--- src/rtl/emu_ff_scan_system_if.sv ---
// Host scan-access bundle for emu_ff_scan_system.
// Carries mode, FF chain and RAM scan signals.
interface emu_ff_scan_system_if;
  logic        EMU_RUN_MODE;
  logic        EMU_SCAN_MODE;
  logic        EMU_FF_SE;
  logic        EMU_FF_DI;
  logic        EMU_FF_DO;
  logic        EMU_RAM_SR;
  logic        EMU_RAM_SE;
  logic        EMU_RAM_SD;
  logic [63:0] EMU_RAM_DI;
  logic [63:0] EMU_RAM_DO;

  modport master (
    output EMU_RUN_MODE,
    output EMU_SCAN_MODE,
    output EMU_FF_SE,
    output EMU_FF_DI,
    input  EMU_FF_DO,
    output EMU_RAM_SR,
    output EMU_RAM_SE,
    output EMU_RAM_SD,
    output EMU_RAM_DI,
    input  EMU_RAM_DO
  );

  modport slave (
    input  EMU_RUN_MODE,
    input  EMU_SCAN_MODE,
    input  EMU_FF_SE,
    input  EMU_FF_DI,
    output EMU_FF_DO,
    input  EMU_RAM_SR,
    input  EMU_RAM_SE,
    input  EMU_RAM_SD,
    input  EMU_RAM_DI,
    output EMU_RAM_DO
  );
endinterface

--- src/rtl/emu_ff_scan_system.sv ---
// Emulation wrapper: 184-bit user register chain with scan dump/restore.
// Optional scannable log RAM enabled by `define EMU_RAM_SCAN_EN.
module emu_ff_scan_system (
  input  logic                 EMU_HOST_CLK,
  input  logic                 rst_n,
  emu_ff_scan_system_if.slave  scan,
  input  logic [63:0]          d1,
  input  logic [31:0]          d2,
  input  logic [7:0]           d3,
  input  logic [79:0]          d4,
  output logic [63:0]          q1,
  output logic [31:0]          q2,
  output logic [7:0]           q3,
  output logic [79:0]          q4
);
  localparam int FF_BIT_COUNT = 184;

  logic [FF_BIT_COUNT-1:0] chain;
  logic shift_en;
  logic cap_en;

  assign shift_en = scan.EMU_SCAN_MODE & scan.EMU_FF_SE;
  assign cap_en   = ~scan.EMU_SCAN_MODE & scan.EMU_RUN_MODE;

  // Shift wins over capture, so scan mode fully freezes user capture.
  always_ff @(posedge EMU_HOST_CLK or negedge rst_n) begin
    if (!rst_n) begin
      chain <= '0;
    end else if (shift_en) begin
      chain <= {chain[FF_BIT_COUNT-2:0], scan.EMU_FF_DI};
    end else if (cap_en) begin
      chain <= {d1, d2, d3, d4};
    end
  end

  assign q1 = chain[183:120];
  assign q2 = chain[119:88];
  assign q3 = chain[87:80];
  assign q4 = chain[79:0];

  assign scan.EMU_FF_DO = chain[FF_BIT_COUNT-1];

`ifdef EMU_RAM_SCAN_EN
  localparam int RAM_DEPTH = 4;

  logic [63:0] mem [RAM_DEPTH];
  logic [1:0]  wp;
  logic [1:0]  rp;
  logic        step_en;

  assign step_en = scan.EMU_SCAN_MODE & scan.EMU_RAM_SE;

  // Capture logging and scan writes are mutually exclusive via SCAN_MODE.
  always_ff @(posedge EMU_HOST_CLK or negedge rst_n) begin
    if (!rst_n) begin
      for (int i = 0; i < RAM_DEPTH; i++) begin
        mem[i] <= '0;
      end
      wp <= '0;
      rp <= '0;
    end else begin
      if (cap_en) begin
        mem[wp] <= d1;
        wp      <= wp + 2'd1;
      end
      if (scan.EMU_RAM_SR) begin
        rp <= '0;
      end else if (step_en) begin
        if (scan.EMU_RAM_SD) begin
          mem[rp] <= scan.EMU_RAM_DI;
        end
        rp <= rp + 2'd1;
      end
    end
  end

  assign scan.EMU_RAM_DO = mem[rp];
`else
  logic ram_unused;

  assign ram_unused = ^{scan.EMU_RAM_SR, scan.EMU_RAM_SE,
                        scan.EMU_RAM_SD, scan.EMU_RAM_DI};
  assign scan.EMU_RAM_DO = '0;
`endif
endmodule

--- src/flat_wrapper.sv ---
// flat-port wrapper written by rule: the top's interface ports become plain ports
module emu_ff_scan_system_flat 
  (EMU_HOST_CLK, rst_n, d1, d2, d3, d4, q1, q2, q3, q4, scan_EMU_RUN_MODE, scan_EMU_SCAN_MODE, scan_EMU_FF_SE, scan_EMU_FF_DI, scan_EMU_FF_DO, scan_EMU_RAM_SR, scan_EMU_RAM_SE, scan_EMU_RAM_SD, scan_EMU_RAM_DI, scan_EMU_RAM_DO);
  emu_ff_scan_system_if scan_i ();
  input  logic EMU_HOST_CLK;
  input  logic rst_n;
  input  logic [63:0] d1;
  input  logic [31:0] d2;
  input  logic [7:0] d3;
  input  logic [79:0] d4;
  output logic [63:0] q1;
  output logic [31:0] q2;
  output logic [7:0] q3;
  output logic [79:0] q4;
  input wire logic [$bits(scan_i.EMU_RUN_MODE)-1:0] scan_EMU_RUN_MODE;
  input wire logic [$bits(scan_i.EMU_SCAN_MODE)-1:0] scan_EMU_SCAN_MODE;
  input wire logic [$bits(scan_i.EMU_FF_SE)-1:0] scan_EMU_FF_SE;
  input wire logic [$bits(scan_i.EMU_FF_DI)-1:0] scan_EMU_FF_DI;
  output wire logic [$bits(scan_i.EMU_FF_DO)-1:0] scan_EMU_FF_DO;
  input wire logic [$bits(scan_i.EMU_RAM_SR)-1:0] scan_EMU_RAM_SR;
  input wire logic [$bits(scan_i.EMU_RAM_SE)-1:0] scan_EMU_RAM_SE;
  input wire logic [$bits(scan_i.EMU_RAM_SD)-1:0] scan_EMU_RAM_SD;
  input wire logic [$bits(scan_i.EMU_RAM_DI)-1:0] scan_EMU_RAM_DI;
  output wire logic [$bits(scan_i.EMU_RAM_DO)-1:0] scan_EMU_RAM_DO;
  assign scan_i.EMU_RUN_MODE = scan_EMU_RUN_MODE;
  assign scan_i.EMU_SCAN_MODE = scan_EMU_SCAN_MODE;
  assign scan_i.EMU_FF_SE = scan_EMU_FF_SE;
  assign scan_i.EMU_FF_DI = scan_EMU_FF_DI;
  assign scan_EMU_FF_DO = scan_i.EMU_FF_DO;
  assign scan_i.EMU_RAM_SR = scan_EMU_RAM_SR;
  assign scan_i.EMU_RAM_SE = scan_EMU_RAM_SE;
  assign scan_i.EMU_RAM_SD = scan_EMU_RAM_SD;
  assign scan_i.EMU_RAM_DI = scan_EMU_RAM_DI;
  assign scan_EMU_RAM_DO = scan_i.EMU_RAM_DO;
  emu_ff_scan_system u_core (.EMU_HOST_CLK(EMU_HOST_CLK), .rst_n(rst_n), .scan(scan_i), .d1(d1), .d2(d2), .d3(d3), .d4(d4), .q1(q1), .q2(q2), .q3(q3), .q4(q4));
endmodule
--- config.mk ---
export PLATFORM = sky130hd
export DESIGN_NAME = emu_ff_scan_system_flat
export DESIGN_NICKNAME = d
export VERILOG_FILES = /design/src/rtl/emu_ff_scan_system_if.sv /design/src/rtl/emu_ff_scan_system.sv /design/src/flat_wrapper.sv
export SDC_FILE = /design/constraint.sdc
export NUM_CORES = 1
export LEC_CHECK = 0
export BUFFER_PORTS_ARGS = -buffer_cell sky130_fd_sc_hd__buf_2
export CAP_MARGIN = 20
export CORE_AREA = 2 2 196 198
export DETAILED_ROUTE_END_ITERATION = 16
export DIE_AREA = 0 0 198 200
export GPL_TIMING_DRIVEN = 0
export PLACE_DENSITY_LB_ADDON = 0.2
export RECOVER_POWER = 25
export SLEW_MARGIN = 20
export SYNTH_ARGS = -nofsm -noshare
export SYNTH_HDL_FRONTEND = slang
export SYNTH_SLANG_ARGS = --single-unit
--- constraint.sdc ---
create_clock -name EMU_HOST_CLK -period 1 [get_ports EMU_HOST_CLK]
set_input_delay 0.05 -clock EMU_HOST_CLK [delete_from_list [all_inputs] [get_ports EMU_HOST_CLK]]
set_output_delay 0.05 -clock EMU_HOST_CLK [all_outputs]
set_load 0.01 [all_outputs]
* After elaboration in Yosys (flattened, before gate mapping)
Cells that the tools add are included.
** Operators by class
- Mux-type cells :: 2
- Bitwise operators :: 3
- Reduce and logical (&&, ||, !) cells :: 1
** Operators with widths (number)
- $mux 184 :: 2
- $and 1x1->1 :: 2
- $reduce_bool 2->1 :: 1
- $not 1->1 :: 1
** Word-level totals
- Register bits after elaboration :: 184
- Output and inout port bits :: 249

* Logic depth before layout (Yosys ltp)
- Depth in word-level cells :: 4
- Mapped depth :: 6
- Gate-level depth less buffers :: 2

* Worst setup path before layout
No wires, ideal clock.
- Kind :: input -> register
- From :: input port scan_EMU_RUN_MODE
- To :: register u_core.chain[100]
- Data arrival time :: 1.051 ns
- Path slack :: -0.177 ns
- Cell stages on the path :: 6
- Path buffers :: 4
- Cell sequence :: buf_2 -> nor2b_4 -> buf_6 -> buf_6 -> buf_2 -> a221o_1
** On the way
- Word-level cells in the longest chain between the ends :: 2
** Ends and longest elaborated chain
- from (decl) :: RTL line flat_wrapper.sv:15 : input wire logic [$bits(scan_i.EMU_RUN_MODE)-1:0] scan_EMU_RUN_MODE;
- $and 1x1->1 :: RTL line emu_ff_scan_system.sv:23 : assign cap_en = ~scan.EMU_SCAN_MODE & scan.EMU_RUN_MODE;
- $reduce_bool 2->1 (no line)
- to (signal assigned) :: RTL line emu_ff_scan_system.sv:30 : chain <= {chain[FF_BIT_COUNT-2:0], scan.EMU_FF_DI};
- to (signal assigned) :: RTL line emu_ff_scan_system.sv:32 : chain <= {d1, d2, d3, d4};
- to (decl) :: RTL line emu_ff_scan_system.sv:18 : logic [FF_BIT_COUNT-1:0] chain;
Every way passes these cells.
A chain may end at the register's enable or synchronous reset.

* Final worst setup path
- From :: register u_core.chain[183]
- To :: output port q1[63]
** RTL lines
- to (decl) :: RTL line flat_wrapper.sv:11 : output logic [63:0] q1;
No word-level cell between the ends.

==> metrics.cfg <==
[routing]
ant_nets=0
viasPerCell=4.596
routed_wl_um=35890
drt_first_pass_iters=4
via_count=9293
drcViolationCount=0
drtIter0Drc=451
wl_per_cell_um=17.75

[place]
portBuffers=372
place_area_mm2=0.01149
post-dp-hpwl_um=23580
place_ws_ns=-0.8096
gp_congestion=0.7909

[floorplan]
core_area_mm2=0.03740
die_w_um=198
initial_core_util=0.2284
die_h_um=200
die_area_mm2=0.03960
pin_count=506
num_rows=71

[power_and_ir_drop]
p_per_area_mw_per_mm2=1506
leakagePower_nw=8.373
ir_worst_vdd_uv=1127

[yosys]
synth_xor_area_frac=0
synth_seq_cells=184
synthMuxAreaShare=0.01318
synth_simple_gate_area_frac=0.1342
synth_top_family_by_area=compound AO/OA/AOI/OAI gates
avgSynthCellArea_um2=12.13
synth_compound_area_frac=0.2121
synth_area_mm2=0.008542
synth.distinct_cells=11
synth_warnings=0
synthAdderAreaFrac=0
syn_inst=704
synth-seq-area-share=0.5390

[critical_path]
start_kind=register
worstPathCellList=buf_6, buf_6
path_class=register to primary output
slowest_delay_ns=0.41
cp.arrival_ns=1.09
path_buf_inv=2
path_depth=2
cp_slowest_cell=dfrtp_1
cp_top_family=flip-flops
critPathMaxFanout=3
required_ns=0.95
worst_setup_path_end_kind=primary output
path_common_cell=buf_6
rr_worst_depth=3

[clocking]
cts_root_buffer=clkbuf_16
cts_sinks=184
cts_tree=yes
h-tree-depth=4
cts_buffers=17
clkLatencyLatePin_ns=0.45
cts_buffer_depth=2
clk_pin_slew_worst_paths_ns=0.07

[sta]
final.setup_skew_ns=0.01290
slew_violations=0
setup_ws_ns=-0.1370
fmax_mhz=879.5
post-route-min-period_ns=1.137
hold_viol_final=0
worst_pin_slew_ns=0.9010
finalSetupTns_ns=-13.79
period_share=1.137
rsz0062_at_grt=yes
setup_viol=386
relSlewSlack=0.3993

[min_path]
hold_depth=4
worstHoldPathType=input port to register

[global_route]
grt_antenna_before_repair=1
grt_pass1_wl_um=53000
overflow=0
grt_max_degree=89
grt_pass1_vias=9504
grt_usage=0.1723

[outcome]
violations=negative setup slack
outcome=finished, violations left

[cells_and_area]
postLayoutCellArea_mm2=0.01670
largest_reg_flops=184
finalNetCount=1755
top_regs=u_core.chain: 184 flops
regMostFlops=u_core.chain
drive_gt1_frac=0.5281
num_antenna_cells=0
nFillCells=3552
syn_to_final_growth_pct=95.47

[run]
cap_violations=0

## layout by cell type, fill, tap and decap left out, types with 17 or more instances in the layout
cell type	Yosys	layout
a221o_1	181	181
and3_1	181	62
and3_4	0	119
buf_2	12	295
buf_4	76	83
buf_6	2	231
clkbuf_1	56	25
clkbuf_16	0	17
clkbuf_2	0	21
conb_1	1	64
dfrtp_1	184	184
dlygate4sd3_1	0	188
## final timing paths
kind,slack [ns],start,endpoint
hold / removal,0.31,scan_EMU_SCAN_MODE,u_core.chain[0]
setup / recovery,-0.14,u_core.chain[183],q1[63]
hold reg to reg,0.53,u_core.chain[74],u_core.chain[74]
min in group asynchronous,0.38,rst_n,u_core.chain[136]
setup reg to reg,-0.06,u_core.chain[162],u_core.chain[163]
max in group asynchronous,-0.08,rst_n,u_core.chain[54]
## cell type report
cell class	instances	area (um^2)	share of cell area
buffer	146	1028	0.06160
clock buffer	20	466.7	0.02795
clock inverter	12	140.1	0.008393
multi-input combinational	437	3906	0.2339
sequential	184	4604	0.2758
tap	511	639.4	0.03829
timing repair buffer	712	5912	0.3541
## metrics by stage
stage	utilization	hold slack, ns	cells	power, mW
2_1_floorplan	-	-0.2456	767	12.01
3_3_place_gp	0.3056	0.2810	1650	14.51
3_5_place_dp	0.3074	-0.1319	1652	14.55
4_1_cts	0.4189	0.2247	2017	24.36
5_1_grt	0.4465	0.3325	2022	26.41
6_report	0.4465	0.3081	2022	25.14
## cell usage after synthesis
cell type | n | area (um^2)
buf_4 | 76 | 570.6
nor2b_4 | 1 | 13.76
mux2i_4 | 1 | 22.52
conb_1 | 1 | 3.750
a221o_1 | 181 | 1812
buf_6 | 2 | 22.52
buf_2 | 12 | 60.06
mux2i_1 | 9 | 90.09
and3_1 | 181 | 1132
clkbuf_1 | 56 | 210.2
dfrtp_1 | 184 | 4604
## cell families (layout without fill, tap and decap cells)
| logic type | count (synthesis) | after routing |
|---|---|---|
| buffers and inverters | 146 | 890 |
| other | 1 | 64 |
| DFF | 184 | 184 |
| and+or+nand+nor | 182 | 182 |
| muxes | 10 | 10 |
| AOI/OAI and AO/OA | 181 | 181 |
## timing repair
action | 4_1_cts | 5_1_grt
pin swaps | 0 | 2
gates cloned | 0 | 0
buffers inserted | 145 | 5
hold buffers | 188 | 1
gates resized for setup | 138 | 242
setup endpoints to repair | 342 | 338
hold endpoints to repair | 368 | 9
## power by group
group	internal, mW	switching, mW	leakage (nW)
sequential	8.53	0.940	2.30
clock	3.92	3.27	0.290
combinational	5.16	3.32	5.78
## routing by layer
layer,vias up,GRT usage,wire length [um]
met1,4651,0.2193,15370
li1,4269,-,-
met4,2,0.06934,1206
met5,-,0,13
met2,304,0.2830,17650
met3,67,0.04049,1641
## tightest hold or removal path, cell delays in order
cell and delay [ns]:
buf_6 0.12, buf_2 0.27, and3_1 0.19, a221o_1 0.09
No activity file was read; power rests on OpenSTA's default activity.
